[src/rtl/pipeline_pkg.sv]
// Shared opcode, size-code and FSM state definitions for the load/store stage.
package pipeline_pkg;

  localparam logic [6:0] NOP   = 7'd0;
  localparam logic [6:0] LOAD  = 7'd1;
  localparam logic [6:0] STORE = 7'd2;
  localparam logic [6:0] ALU   = 7'd3;

  typedef enum logic [3:0] {
    BYTE               = 4'd0,
    HALF_WORD          = 4'd1,
    WORD               = 4'd2,
    DOUBLE_WORD        = 4'd3,
    UNSIGNED_WORD      = 4'd4,
    UNSIGNED_HALF_WORD = 4'd5,
    UNSIGNED_BYTE      = 4'd6
  } size_e;

  typedef enum logic [2:0] {IDLE, RD_REQ, WR_REQ, WR_WAIT, DONE} state_e;

endpackage

[src/rtl/lsu_extend.sv]
// Size-code decode: byte count, legality, and zero/sign-extended views of a datum.
module lsu_extend
  import pipeline_pkg::*;
#(
  parameter int DATA_WIDTH = 64
) (
  input  logic [3:0]            size,
  input  logic [DATA_WIDTH-1:0] data,
  output logic [3:0]            nbytes,
  output logic                  legal,
  output logic [DATA_WIDTH-1:0] zext,
  output logic [DATA_WIDTH-1:0] sext
);

  logic                  is_signed;
  logic                  sign;
  logic [DATA_WIDTH-1:0] mask;

  always_comb begin
    nbytes    = 4'd0;
    legal     = 1'b1;
    is_signed = 1'b0;
    case (size)
      BYTE:               begin nbytes = 4'd1; is_signed = 1'b1; end
      HALF_WORD:          begin nbytes = 4'd2; is_signed = 1'b1; end
      WORD:               begin nbytes = 4'd4; is_signed = 1'b1; end
      DOUBLE_WORD:        begin nbytes = 4'd8; is_signed = 1'b1; legal = (DATA_WIDTH == 64); end
      UNSIGNED_WORD:      nbytes = 4'd4;
      UNSIGNED_HALF_WORD: nbytes = 4'd2;
      UNSIGNED_BYTE:      nbytes = 4'd1;
      default:            legal = 1'b0;
    endcase

    mask = '0;
    for (int i = 0; i < DATA_WIDTH/8; i++)
      if (i < int'(nbytes)) mask[i*8 +: 8] = 8'hFF;

    // mask is a contiguous run of low ones, so mask ^ (mask >> 1) isolates its MSB
    sign = is_signed && |(data & (mask ^ (mask >> 1)));
    zext = data & mask;
    sext = sign ? (zext | ~mask) : zext;
  end

endmodule

[src/rtl/pipeline_lsu.sv]
// Memory stage: ALU writeback, loads over the read channel, stores over the write channel.
module pipeline_lsu
  import pipeline_pkg::*;
#(
  parameter int ADDR_WIDTH = 64,
  parameter int DATA_WIDTH = 64
) (
  input  logic                  clk,
  input  logic                  reset,
  input  logic [6:0]            opcode,
  input  logic [3:0]            mem_operation_size,
  input  logic [DATA_WIDTH-1:0] ex_res,
  input  logic [DATA_WIDTH-1:0] r2_val,
  input  logic [4:0]            dst_reg,
  input  logic                  ecall,
  output logic                  ready,
  output logic                  wb_enable,
  output logic [4:0]            wb_dst_reg,
  output logic [DATA_WIDTH-1:0] wb_dst_val,
  output logic                  ecall_wb,
  output logic                  mem_fault,
  output logic [ADDR_WIDTH-1:0] S_R_ADDR,
  output logic                  S_R_ADDR_VALID,
  input  logic [DATA_WIDTH-1:0] S_R_DATA,
  input  logic                  S_R_DATA_VALID,
  output logic                  S_W_VALID,
  output logic [ADDR_WIDTH-1:0] S_W_ADDR,
  output logic [DATA_WIDTH-1:0] S_W_DATA,
  output logic [3:0]            S_W_SIZE,
  input  logic                  S_W_READY,
  input  logic                  S_W_COMPLETE
);

  state_e                state, state_n;
  logic [3:0]            size_q;
  logic [4:0]            ld_dst;
  logic [3:0]            ext_size;
  logic [DATA_WIDTH-1:0] ext_data;
  logic [3:0]            nbytes;
  logic                  legal;
  logic [DATA_WIDTH-1:0] zext, sext;
  logic                  is_mem, misaligned, fault;
  logic [ADDR_WIDTH-1:0] addr;

  // One decoder serves both paths: the store operand while IDLE, the read data afterwards.
  assign ext_size = (state == IDLE) ? mem_operation_size : size_q;
  assign ext_data = (state == IDLE) ? r2_val : S_R_DATA;

  lsu_extend #(.DATA_WIDTH(DATA_WIDTH)) u_ext (
    .size   (ext_size),
    .data   (ext_data),
    .nbytes (nbytes),
    .legal  (legal),
    .zext   (zext),
    .sext   (sext)
  );

  assign is_mem     = (opcode == LOAD) || (opcode == STORE);
  assign misaligned = |(ex_res[2:0] & (nbytes[2:0] - 3'd1));
  assign fault      = is_mem && (!legal || misaligned);
  assign addr       = ADDR_WIDTH'(ex_res);

  assign S_R_ADDR_VALID = (state == RD_REQ);
  assign S_W_VALID      = (state == WR_REQ) && S_W_READY;

  always_ff @(posedge clk) begin
    if (reset) state <= IDLE;
    else       state <= state_n;
  end

  always_comb begin
    state_n = state;
    ready   = 1'b0;
    case (state)
      IDLE: begin
        ready = !is_mem;
        if (is_mem) state_n = fault ? DONE : ((opcode == LOAD) ? RD_REQ : WR_REQ);
      end
      RD_REQ:  if (S_R_DATA_VALID) state_n = DONE;
      WR_REQ:  if (S_W_READY)      state_n = WR_WAIT;
      WR_WAIT: if (S_W_COMPLETE)   state_n = DONE;
      DONE: begin
        ready   = 1'b1;
        state_n = IDLE;
      end
      default: state_n = IDLE;
    endcase
  end

  always_ff @(posedge clk) begin
    if (reset) begin
      wb_enable  <= 1'b0;
      wb_dst_reg <= '0;
      wb_dst_val <= '0;
      ecall_wb   <= 1'b0;
      mem_fault  <= 1'b0;
      S_R_ADDR   <= '0;
      S_W_ADDR   <= '0;
      S_W_DATA   <= '0;
      S_W_SIZE   <= '0;
      size_q     <= '0;
      ld_dst     <= '0;
    end else begin
      wb_enable <= 1'b0;
      mem_fault <= 1'b0;
      ecall_wb  <= (state == IDLE) && (opcode > ALU) && ecall;
      case (state)
        IDLE: begin
          if (opcode == ALU) begin
            wb_enable  <= 1'b1;
            wb_dst_reg <= dst_reg;
            wb_dst_val <= ex_res;
          end else if (fault) begin
            mem_fault <= 1'b1;
          end else if (opcode == LOAD) begin
            S_R_ADDR <= addr;
            size_q   <= mem_operation_size;
            ld_dst   <= dst_reg;
          end else if (opcode == STORE) begin
            S_W_ADDR <= addr;
            S_W_DATA <= zext;
            S_W_SIZE <= nbytes;
          end
        end
        RD_REQ: begin
          if (S_R_DATA_VALID) begin
            wb_enable  <= 1'b1;
            wb_dst_reg <= ld_dst;
            wb_dst_val <= sext;
          end
        end
        default: ;
      endcase
    end
  end

endmodule

[config.mk]
export PLATFORM = sky130hd
export DESIGN_NAME = pipeline_lsu
export DESIGN_NICKNAME = d
export VERILOG_FILES = /design/src/rtl/pipeline_pkg.sv /design/src/rtl/lsu_extend.sv /design/src/rtl/pipeline_lsu.sv
export SDC_FILE = /design/constraint.sdc
export NUM_CORES = 1
export LEC_CHECK = 0
export ABC_AREA = 1
export CAP_MARGIN = 20
export CORE_AREA = 2 2 190 192
export CTS_CLUSTER_DIAMETER = 50
export DETAILED_ROUTE_END_ITERATION = 10
export DIE_AREA = 0 0 192 194
export PLACE_DENSITY = 0.7
export SLEW_MARGIN = 20
export SYNTH_ARGS = -nofsm -noshare
export SYNTH_HDL_FRONTEND = slang
export SYNTH_SLANG_ARGS = --single-unit
[constraint.sdc]
create_clock -name clk -period 2.8 [get_ports clk]
set_clock_uncertainty 0.05 [all_clocks]
set_input_delay 0.7 -clock clk [delete_from_list [all_inputs] [get_ports clk]]
set_output_delay 0.7 -clock clk [all_outputs]
set_load 0.05 [all_outputs]
; ---- Word-level counts from Yosys, hierarchy flattened
; Index checks and enable logic that the tools add are counted.
[word_totals]
elab_cells = 106
ff_bits = 280
input_bits = 214
output_inout_bits = 271
[op_classes]
bitwise = 10
n_addsub = 1
order_cmp = 9
reduce_logical = 24
eq_ne = 18
n_mux = 32
[op_table]
columns = operator, count
row1 = 2-to-1 mux 64 bit, 4
row2 = AND 64 bit, 2
row3 = one-hot mux 64 bit (2 select lines), 1
row4 = 2-to-1 mux 8 bit, 8
row5 = NOT 64 bit, 1
row6 = bitwise OR 64 bit, 1
row7 = OR reduction 64 bit, 1
row8 = XOR 64 x 63 -> 64 bit, 1
row9 = less-than comparator 3 x 4 -> 1 bit (first input constant), 4
row10 = one-hot mux 4 bit (4 select lines), 1
row11 = 2-to-1 mux 3 bit, 5
row12 = equality test 7 x 2 -> 1 bit (second input constant), 2
row13 = equality test 4 x 3 -> 1 bit (second input constant), 3
row14 = one-hot mux 3 bit (4 select lines), 1
row15 = 2-to-1 mux 5 bit, 2
row16 = one-hot mux 5 bit (2 select lines), 1
row17 = equality test 4 x 2 -> 1 bit (second input constant), 2
row18 = less-than comparator 1 x 4 -> 1 bit (first input constant), 2
row19 = less-than comparator 2 x 4 -> 1 bit (first input constant), 2
row20 = AND reduction 4 bit, 2
row21 = equality test 7 x 1 -> 1 bit (second input constant), 1
row22 = > comparator 7 x 2 -> 1 bit (second input constant), 1
row23 = OR reduction 7 bit, 1
row24 = equality test 3 x 2 -> 1 bit (second input constant), 2
row25 = other kinds (23), 43

; ---- Logic depth before layout (Yosys ltp)
; Gate-level depths: netlist (run 1).
[depth]
ltp_word = 14
depth_mapped = 21
depth_no_buf = 19

; ---- Hierarchy
; Synthesis (run 1) repeated with hierarchy kept, for this count alone.
[unflattened]
cells_unflattened = 2337
hier_area_um2 = 13799.5
[modules_own_cells]
columns = module, area_per_inst_um2, cells_each, n_inst
row1 = pipeline_lsu, 12888.6, 2110, 1
row2 = lsu_extend, 910.9, 227, 1

; ---- Least setup slack after synthesis (run 1)
; No wires, ideal clock.
[synth_timing]
path_type = input-to-reg
startpoint = input port mem_operation_size[3]
endpoint = register wb_dst_val[60]
stages = 19
arrival_time_ns = 2.780
required_time_ns = 2.618
setup_time_ns = 0.132
slack_ns = -0.162
cell_sequence = nand3_1 nand2_2 nor2_4 buf_6 and2_1 nor2_1 inv_1 ha_1 inv_1 nor2_1 nand4_1 nand3_1 nor3_1 nand3_2 nand3_2 buf_6 nand2_1 nand2_1 a21oi_1
[synth_via]
elab_chain_cells = 13
elab_cells_between_ends = 40
[synth_rtl]
columns = element, line_no
row1 = start: declaration, pipeline_lsu.sv:11  ; input logic [3:0] mem_operation_size,
row2 = 2-to-1 mux 4 bit *, pipeline_lsu.sv:46  ; assign ext_size = (state == IDLE) ? mem_operation_size : size_q;
row3 = equality test 4 x 3 -> 1 bit (tied with other cells), lsu_extend.sv:23  ; case (size)
row4 = OR reduction 2 bit (no line), --
row5 = one-hot mux 4 bit (4 select lines), lsu_extend.sv:23
row6 = less-than comparator 1 x 4 -> 1 bit (tied with other cells), lsu_extend.sv:36  ; if (i < int'(nbytes)) mask[i*8 +: 8] = 8'hFF;
row7 = 2-to-1 mux 8 bit, lsu_extend.sv:36
row8 = XOR 64 x 63 -> 64 bit, lsu_extend.sv:39  ; sign = is_signed && |(data & (mask ^ (mask >> 1)));
row9 = AND 64 bit, lsu_extend.sv:39
row10 = OR reduction 64 bit, lsu_extend.sv:39
row11 = logical AND 1 bit, lsu_extend.sv:39
row12 = 2-to-1 mux 64 bit *, lsu_extend.sv:41  ; sext = sign ? (zext | ~mask) : zext;
row13 = 2-to-1 mux 64 bit *, pipeline_lsu.sv:126  ; if (S_R_DATA_VALID) begin
row14 = one-hot mux 64 bit (2 select lines) *, pipeline_lsu.sv:107  ; case (state)
row15 = end signal: assignment, pipeline_lsu.sv:112  ; wb_dst_val <= ex_res;
row16 = end signal: assignment, pipeline_lsu.sv:129  ; wb_dst_val <= sext;
row17 = end: declaration, pipeline_lsu.sv:19  ; output logic [DATA_WIDTH-1:0] wb_dst_val,
; Every way passes the cells marked *; elsewhere a longest branch is shown, timed or not. The select of a mux whose other input is x is not followed.
; A chain may end at the register's enable or synchronous reset.

; ---- Worst setup path after layout (run 1)
[layout_timing]
startpoint = input port mem_operation_size[2]
endpoint = register S_W_DATA[56]
[layout_via]
elab_chain_cells = 11
elab_cells_between_ends = 25
[layout_rtl]
columns = element, line_no
row1 = 2-to-1 mux 4 bit *, pipeline_lsu.sv:46
row2 = equality test 4 x 3 -> 1 bit (tied with other cells), lsu_extend.sv:23
row3 = OR reduction 2 bit (no line), --
row4 = one-hot mux 4 bit (4 select lines), lsu_extend.sv:23
row5 = subtractor 3 x 1 -> 3 bit, pipeline_lsu.sv:59  ; assign misaligned = |(ex_res[2:0] & (nbytes[2:0] - 3'd1));
row6 = AND 3 bit, pipeline_lsu.sv:59
row7 = OR reduction 3 bit, pipeline_lsu.sv:59
row8 = logical OR 1 bit, pipeline_lsu.sv:60  ; assign fault = is_mem && (!legal || misaligned);
row9 = logical AND 1 bit, pipeline_lsu.sv:60
row10 = NOT 1 bit (no line), --
row11 = AND reduction 5 bit (no line), --
row12 = end signal: assignment, pipeline_lsu.sv:121  ; S_W_DATA <= zext;
row13 = end: declaration, pipeline_lsu.sv:28  ; output logic [DATA_WIDTH-1:0] S_W_DATA,
; Every way passes the cells marked *; elsewhere a longest branch is shown, timed or not.

==> results.cfg, run 1 <==
[clock_tree]
cts_tree = yes
numClockSinks = 280
htreeDepth = 2
path_clk_slew_ns = 0.06
cts_root_buf = clkbuf_16
clock_latency_ns = 0.53
cts_buffers = 38
clock_path_buffers = 3

[synth]
ys.warnings.count = 0
synth_cell_types = 35
synth.most_common_cell = nand2_1
synth_top_family_by_area = simple AND/OR/NAND/NOR gates
synth-seq-cells = 280
synthFlopType = dfxtp_1
synth_simple_gate_area_share_pct = 26.97
synth.avg_cell_area_sq_um = 6.999
synth_compound_area_share_pct = 19.77
synth_top_area_share_pct = 45.17
yosys.area_share.adder_pct = 0.3025
synth-edff-count = 0
ys_async_sr_fraction_pct = 0
synthTopCellsByCount = 593 x nand2_1, 280 x dfxtp_1, 218 x a21oi_1
synth.top_cells.by_area = dfxtp_1 45%, nand2_1 18%, a21oi_1 8.8%, nor2_1 5.6%, o21ai_0 3.3%
syn-num-nets = 1990
ys_seq_area_share_pct = 45.17
synthesis.area_sq_um = 12410
muxShareOfSynthArea_pct = 0.2420
synth_xor_area_share_pct = 0
yosysTopAreaCell = dfxtp_1
postSynthCellCount = 1773

[floorplan]
die_h_um = 194
die-area_sq_um = 37250
initial_core_util_pct = 35.23
io_pins = 485
die_w_um = 192
coreArea_sq_um = 35220
core.rowCount = 69

[global_route]
grt_usage_pct = 28.97
grt_pass1_wl_um = 83300
grt_overflow = 0
grt_max_degree = 68
grt_pass1_vias = 14310
antenna_found_initial = 1

[setup_path]
critPathRequiredTime_ns = 3.17
cp_max_fo = 7
worstSetupPathType = in -> reg
end_kind = register
arrival_ns = 3.40
start_kind = input pin

[place]
place_hpwl_um = 36110
io_buffers = 484
pre_cts_ws_ns = -0.8331
place_inst = 2708
gp_congestion = 0.9404
placed_area_sq_um = 18370

[route]
via_per_inst = 5.115
ant_nets = 0
drt-wirelength-per-cell_um = 20.04
drc = 0
wl_um = 57170
drt_iter0_markers = 992
drt-pass1-iter-count = 5
vias = 14590

[power]
peakVddDrop_mv = 0.5003
p_leak_nw = 8.797
powerDensity_nw_per_um2 = 594.6

[final_layout]
nFillCells = 3017
final-instance-count-excl-fill = 2852
final_core_util_pct = 61.90
syn_to_final_growth_pct = 75.69
drive_gt1_share_pct = 19.08
fin_nets = 2579
fin_area_sq_um = 21800

[run]
cap_violations = 0

[run_status]
violations = setup timing
status = finished with violations

[hold_path]
hp-class = in -> reg

[sta]
slew_viol_final = 0
period_minus_slack_ns = 3.031
hold_violations = 0
tightest_slew_ns = 0.8554
period_share_pct = 108.2
rsz0062_at_grt = yes
clock.fmax_ghz = 0.3299
setup_viol = 272
slew_headroom_pct = 42.97
finalWorstSetupSlack_ns = -0.2309
-- power breakdown --
part / internal (mW) / switching (mW) / leakage (nW)
logic: 1.53 / 2.31 / 5.89
clock network: 3.15 / 1.92 / 0.649
registers: 4.03 / 0.0263 / 2.26
total: 8.71 / 4.26 / 8.80
-- worst paths after layout --
kind | startpoint | end | slack, ns | cells after the start
max reg2reg | state[0]$_SDFFE_PP0P_ | wb_dst_val[45]$_SDFFE_PP0P_ | -0.23 | 19
min reg2reg | S_W_DATA[15]$_SDFFE_PP0P_ | S_W_DATA[15]$_SDFFE_PP0P_ | 0.39 | 2
max | mem_operation_size[2] | S_W_DATA[56]$_SDFFE_PP0P_ | -0.23 | 20
min | reset | wb_dst_val[25]$_SDFFE_PP0P_ | 0.37 | 2
-- layout make-up --
| cell class | count | area, sq um | area share [%] |
|---|---|---|---|
| Multi-Input combinational cell | 1284 | 6634 | 30.43 |
| Timing Repair Buffer | 668 | 7281 | 33.39 |
| Tap cell | 461 | 576.8 | 2.646 |
| Clock buffer | 49 | 1086 | 4.981 |
| Antenna cell | 1 | 2.502 | 0.01148 |
| Clock inverter | 19 | 237.7 | 1.090 |
| Sequential cell | 280 | 5608 | 25.72 |
| Inverter | 90 | 376.6 | 1.727 |
-- layer usage --
metal,vias to the layer above,global-route usage (%),wire (um)
met5,-,0,0
met4,0,12.13,2358
met3,153,6.045,4462
met2,657,48.80,27530
met1,6850,35.71,22820
li1,6927,-,-
-- per-stage QoR --
step | total power [mW] | hold slack (ns) | TNS [ns]
floorplan | 5.663 | 0.3680 | 0
global placement | 7.181 | 0.3779 | -155.13
detailed placement | 7.211 | 0.3841 | -178.54
CTS | 12.70 | 0.3441 | -16.45
global route | 13.43 | 0.3701 | -76.78
finish | 12.96 | 0.3679 | -38.39
-- kinds of logic (layout without fill, tap and decap cells) --
logic type	after synthesis	after routing
adders and majority gates	3	3
other	0	1
muxes	3	3
DFF	280	280
buffers and inverters	210	826
AOI/OAI and AO/OA	437	437
and+or+nand+nor	840	841
-- worst max-delay path: stages --
cell	delay, ns
clkdlybuf4s50_1	0.47
nand3b_1	0.21
nand2_2	0.10
nor2_4	0.04
and2_4	0.14
nor2_4	0.11
inv_2	0.07
ha_4	0.27
nor2_2	0.03
nor2_1	0.10
nand4_1	0.15
o21ai_4	0.12
nand3_4	0.16
inv_12	0.11
buf_8	0.10
buf_8	0.11
buf_6	0.13
buf_12	0.13
nand2_2	0.04
o211a_1	0.11
-- layout by cell type, fill, tap and decap left out, types with 5 or more instances in the layout --
| master | instances |
|---|---|
| nand2_2 | 46 |
| nor3_1 | 5 |
| o211a_1 | 26 |
| nor2_4 | 7 |
| nand3_1 | 12 |
| nor2_1 | 177 |
| a21oi_1 | 195 |
| a31oi_1 | 5 |
| inv_2 | 9 |
| clkbuf_1 | 5 |
| clkdlybuf4s50_1 | 477 |
| nand2_1 | 541 |
| inv_6 | 5 |
| buf_4 | 110 |
| clkbuf_16 | 48 |
| buf_6 | 8 |
| o21ai_1 | 39 |
| o21ai_2 | 62 |
| dfxtp_1 | 278 |
| buf_16 | 21 |
| nand2_4 | 11 |
| nor2_2 | 6 |
| nand3_4 | 13 |
| buf_12 | 36 |
| o21a_1 | 50 |
| inv_1 | 71 |
| a21oi_2 | 22 |
| clkinv_2 | 6 |
| o21ai_0 | 34 |
| buf_8 | 6 |
-- what timing repair did --
item | in CTS | in global routing
hold buffers | 0 | 0
gates cloned | 21 | 7
setup endpoints to repair | 272 | 272
pin swaps | 40 | 68
gates resized for setup | 143 | 169
setup buffers | 40 | 17
Note: power is estimated with default switching activity, not from simulation.
==> inputs of run 2 (changes only) <==
- CORE_AREA: 2 2 190 192 -> 2 2 188 190
- CTS_BUF_LIST: default -> sky130_fd_sc_hd__clkbuf_8
- DIE_AREA: 0 0 192 194 -> 0 0 190 192
- MAX_ROUTING_LAYER: default -> met4
- PLACE_DENSITY: 0.7 -> 0.71
==> run 2 against run 1 <==
  * The flow still finishes with violations (setup timing)
  * Non-clock buffer count down 44
  * Largest power group is now registers
  * Critical endpoint is now S_W_ADDR[14]$_SDFFE_PP0P_
  * Sequential power about the same
  * Via count down 2.5%
==> results.cfg, run 2 (synthesis gave the netlist of run 1 again) <==
[run_status]
status = finished with violations
violations = setup timing

[sta]
hold_violations = 0
tightest_slew_ns = 0.7555
slew_viol_final = 0
slew_headroom_pct = 49.63
rsz0062_at_grt = yes
clock.fmax_ghz = 0.3407
hold_slack_ns = 0.3908
setup_viol = 195
period_share_pct = 104.8
period_minus_slack_ns = 2.935
finalWorstSetupSlack_ns = -0.1350

[global_route]
grt_overflow = 0
grt_usage_pct = 27.76
grt_pass1_vias = 13540
grt_max_degree = 128
antenna_found_initial = 1
grt_pass1_wl_um = 76710

[power]
peakVddDrop_mv = 0.4288
finalPower_mw = 11.47
powerDensity_nw_per_um2 = 558.4
p_leak_nw = 8.377

[route]
drc = 0
vias = 14220
via_per_inst = 5.041
wl_um = 52900
drt_iter0_markers = 883
drt-pass1-iter-count = 6
drt-wirelength-per-cell_um = 18.75
ant_nets = 0

[floorplan]
die_h_um = 192
coreArea_sq_um = 34290
die-area_sq_um = 36480
io_pins = 485
die_w_um = 190
initial_core_util_pct = 36.19
core.rowCount = 68

[place]
io_buffers = 484
placed_area_sq_um = 18390
place_hpwl_um = 36120
gp_congestion = 0.9400

[setup_path]
arrival_ns = 3.34
rr_worst_depth = 18
end_kind = register
critPathRequiredTime_ns = 3.21
worstSetupPathType = reg -> reg
start_kind = register
cp_max_fo = 15

[hold_path]
min_path_cells = 2
hp-class = reg -> reg

[final_layout]
drive_gt1_share_pct = 17.21
layout_common_cells = 530 x nand2_1, 473 x clkdlybuf4s50_1, 277 x dfxtp_1
fin_nets = 2549
fin_area_sq_um = 20530
syn_to_final_growth_pct = 65.47
nFillCells = 3036
final_common_cell = nand2_1

[clock_tree]
clock_path_buffers = 3
cts_buffers = 50
path_clk_slew_ns = 0.07
htreeDepth = 2
cts_root_buf = clkbuf_8
clock_latency_ns = 0.56
numClockSinks = 280
cts_tree = yes

[run]
cap_violations = 0
## run 2: cell types whose count changed in the layout (fill, tap and decap cells not counted), moves of 20 or more
cell,change
clkbuf_16,-41
clkbuf_8,+60
nor2_1,-31
nor2_2,+30
o21ai_0,+20
o21ai_1,+29
o21ai_2,-50
## run 2: worst paths after layout
kind                                             endpoint  slack (ns)                   start
worst min-delay path               size_q[3]$_SDFFE_PP0P_        0.39  size_q[3]$_SDFFE_PP0P_
worst min register to register     size_q[3]$_SDFFE_PP0P_        0.39  size_q[3]$_SDFFE_PP0P_
worst max register to register  S_W_ADDR[14]$_SDFFE_PP0P_       -0.14   state[0]$_SDFFE_PP0P_
worst max-delay path            S_W_ADDR[14]$_SDFFE_PP0P_       -0.14   state[0]$_SDFFE_PP0P_
## run 2: final cells by class
cell class	instances	area, sq um	share of cell area (%)
inverters	90	369.1	1.798
clock buffers	63	867.1	4.223
repair inverters	1	11.26	0.05484
multi-input cells	1285	6541	31.86
clock inverters	22	95.09	0.4631
diodes	1	2.502	0.01219
flip-flops and latches	280	5609	27.32
well taps	455	569.3	2.773
repair buffers	624	6469	31.50
## run 2: power breakdown
| part | internal, mW | total, mW | leakage [nW] | switching (mW) |
|---|---|---|---|---|
| registers | 4.03 | 4.06 | 2.26 | 0.0256 |
| clock network | 2.00 | 3.69 | 0.554 | 1.69 |
| logic | 1.48 | 3.72 | 5.56 | 2.24 |
## run 2: per-layer routing
layer	up-vias	part of all wire, %	GRT usage [%]
li1	6845	-	-
met1	6579	40	33.31
met2	651	47	45.24
met3	146	7.9	5.609
met4	0	4.5	12.16
met5	-	0	-
## run 2: timing repair
| item | 4_1_cts | 5_1_grt |
|---|---|---|
| pin swaps | 21 | 31 |
| hold buffers | 0 | 0 |
| gates resized for setup | 66 | 180 |
| endpoints found under the setup margin | 270 | 271 |
| setup buffers | 14 | 12 |
| gates cloned | 6 | 7 |
## run 2: metrics by stage
| stage | util [%] | setup TNS, ns | setup WS (ns) | instances |
|---|---|---|---|---|
| after floorplan | - | 0 | 0.004555 | 1773 |
| after global placement | 53.64 | -147.36 | -0.6508 | 2699 |
| after detailed placement | 53.64 | -169.84 | -0.7036 | 2699 |
| after CTS | 57.73 | -1.040 | -0.03541 | 2803 |
| after global routing | 59.89 | -44.75 | -0.2385 | 2821 |
| final | 59.89 | -9.790 | -0.1350 | 2821 |
## run 2: worst max-delay path, stage by stage (launching register included)
cell and delay, ns:
dfxtp_2 0.33, nor2_4 0.15, buf_6 0.15, nand3_1 0.07, nand2_1 0.11, nor2_2 0.06
and2_4 0.16, nor2_4 0.17, inv_2 0.08, ha_4 0.26, nor2_1 0.03, nor2_1 0.09
nand4_1 0.15, o21ai_4 0.15, nand3_4 0.21, buf_12 0.24, clkbuf_16 0.19, nor2_1 0.12
nor2_1 0.06
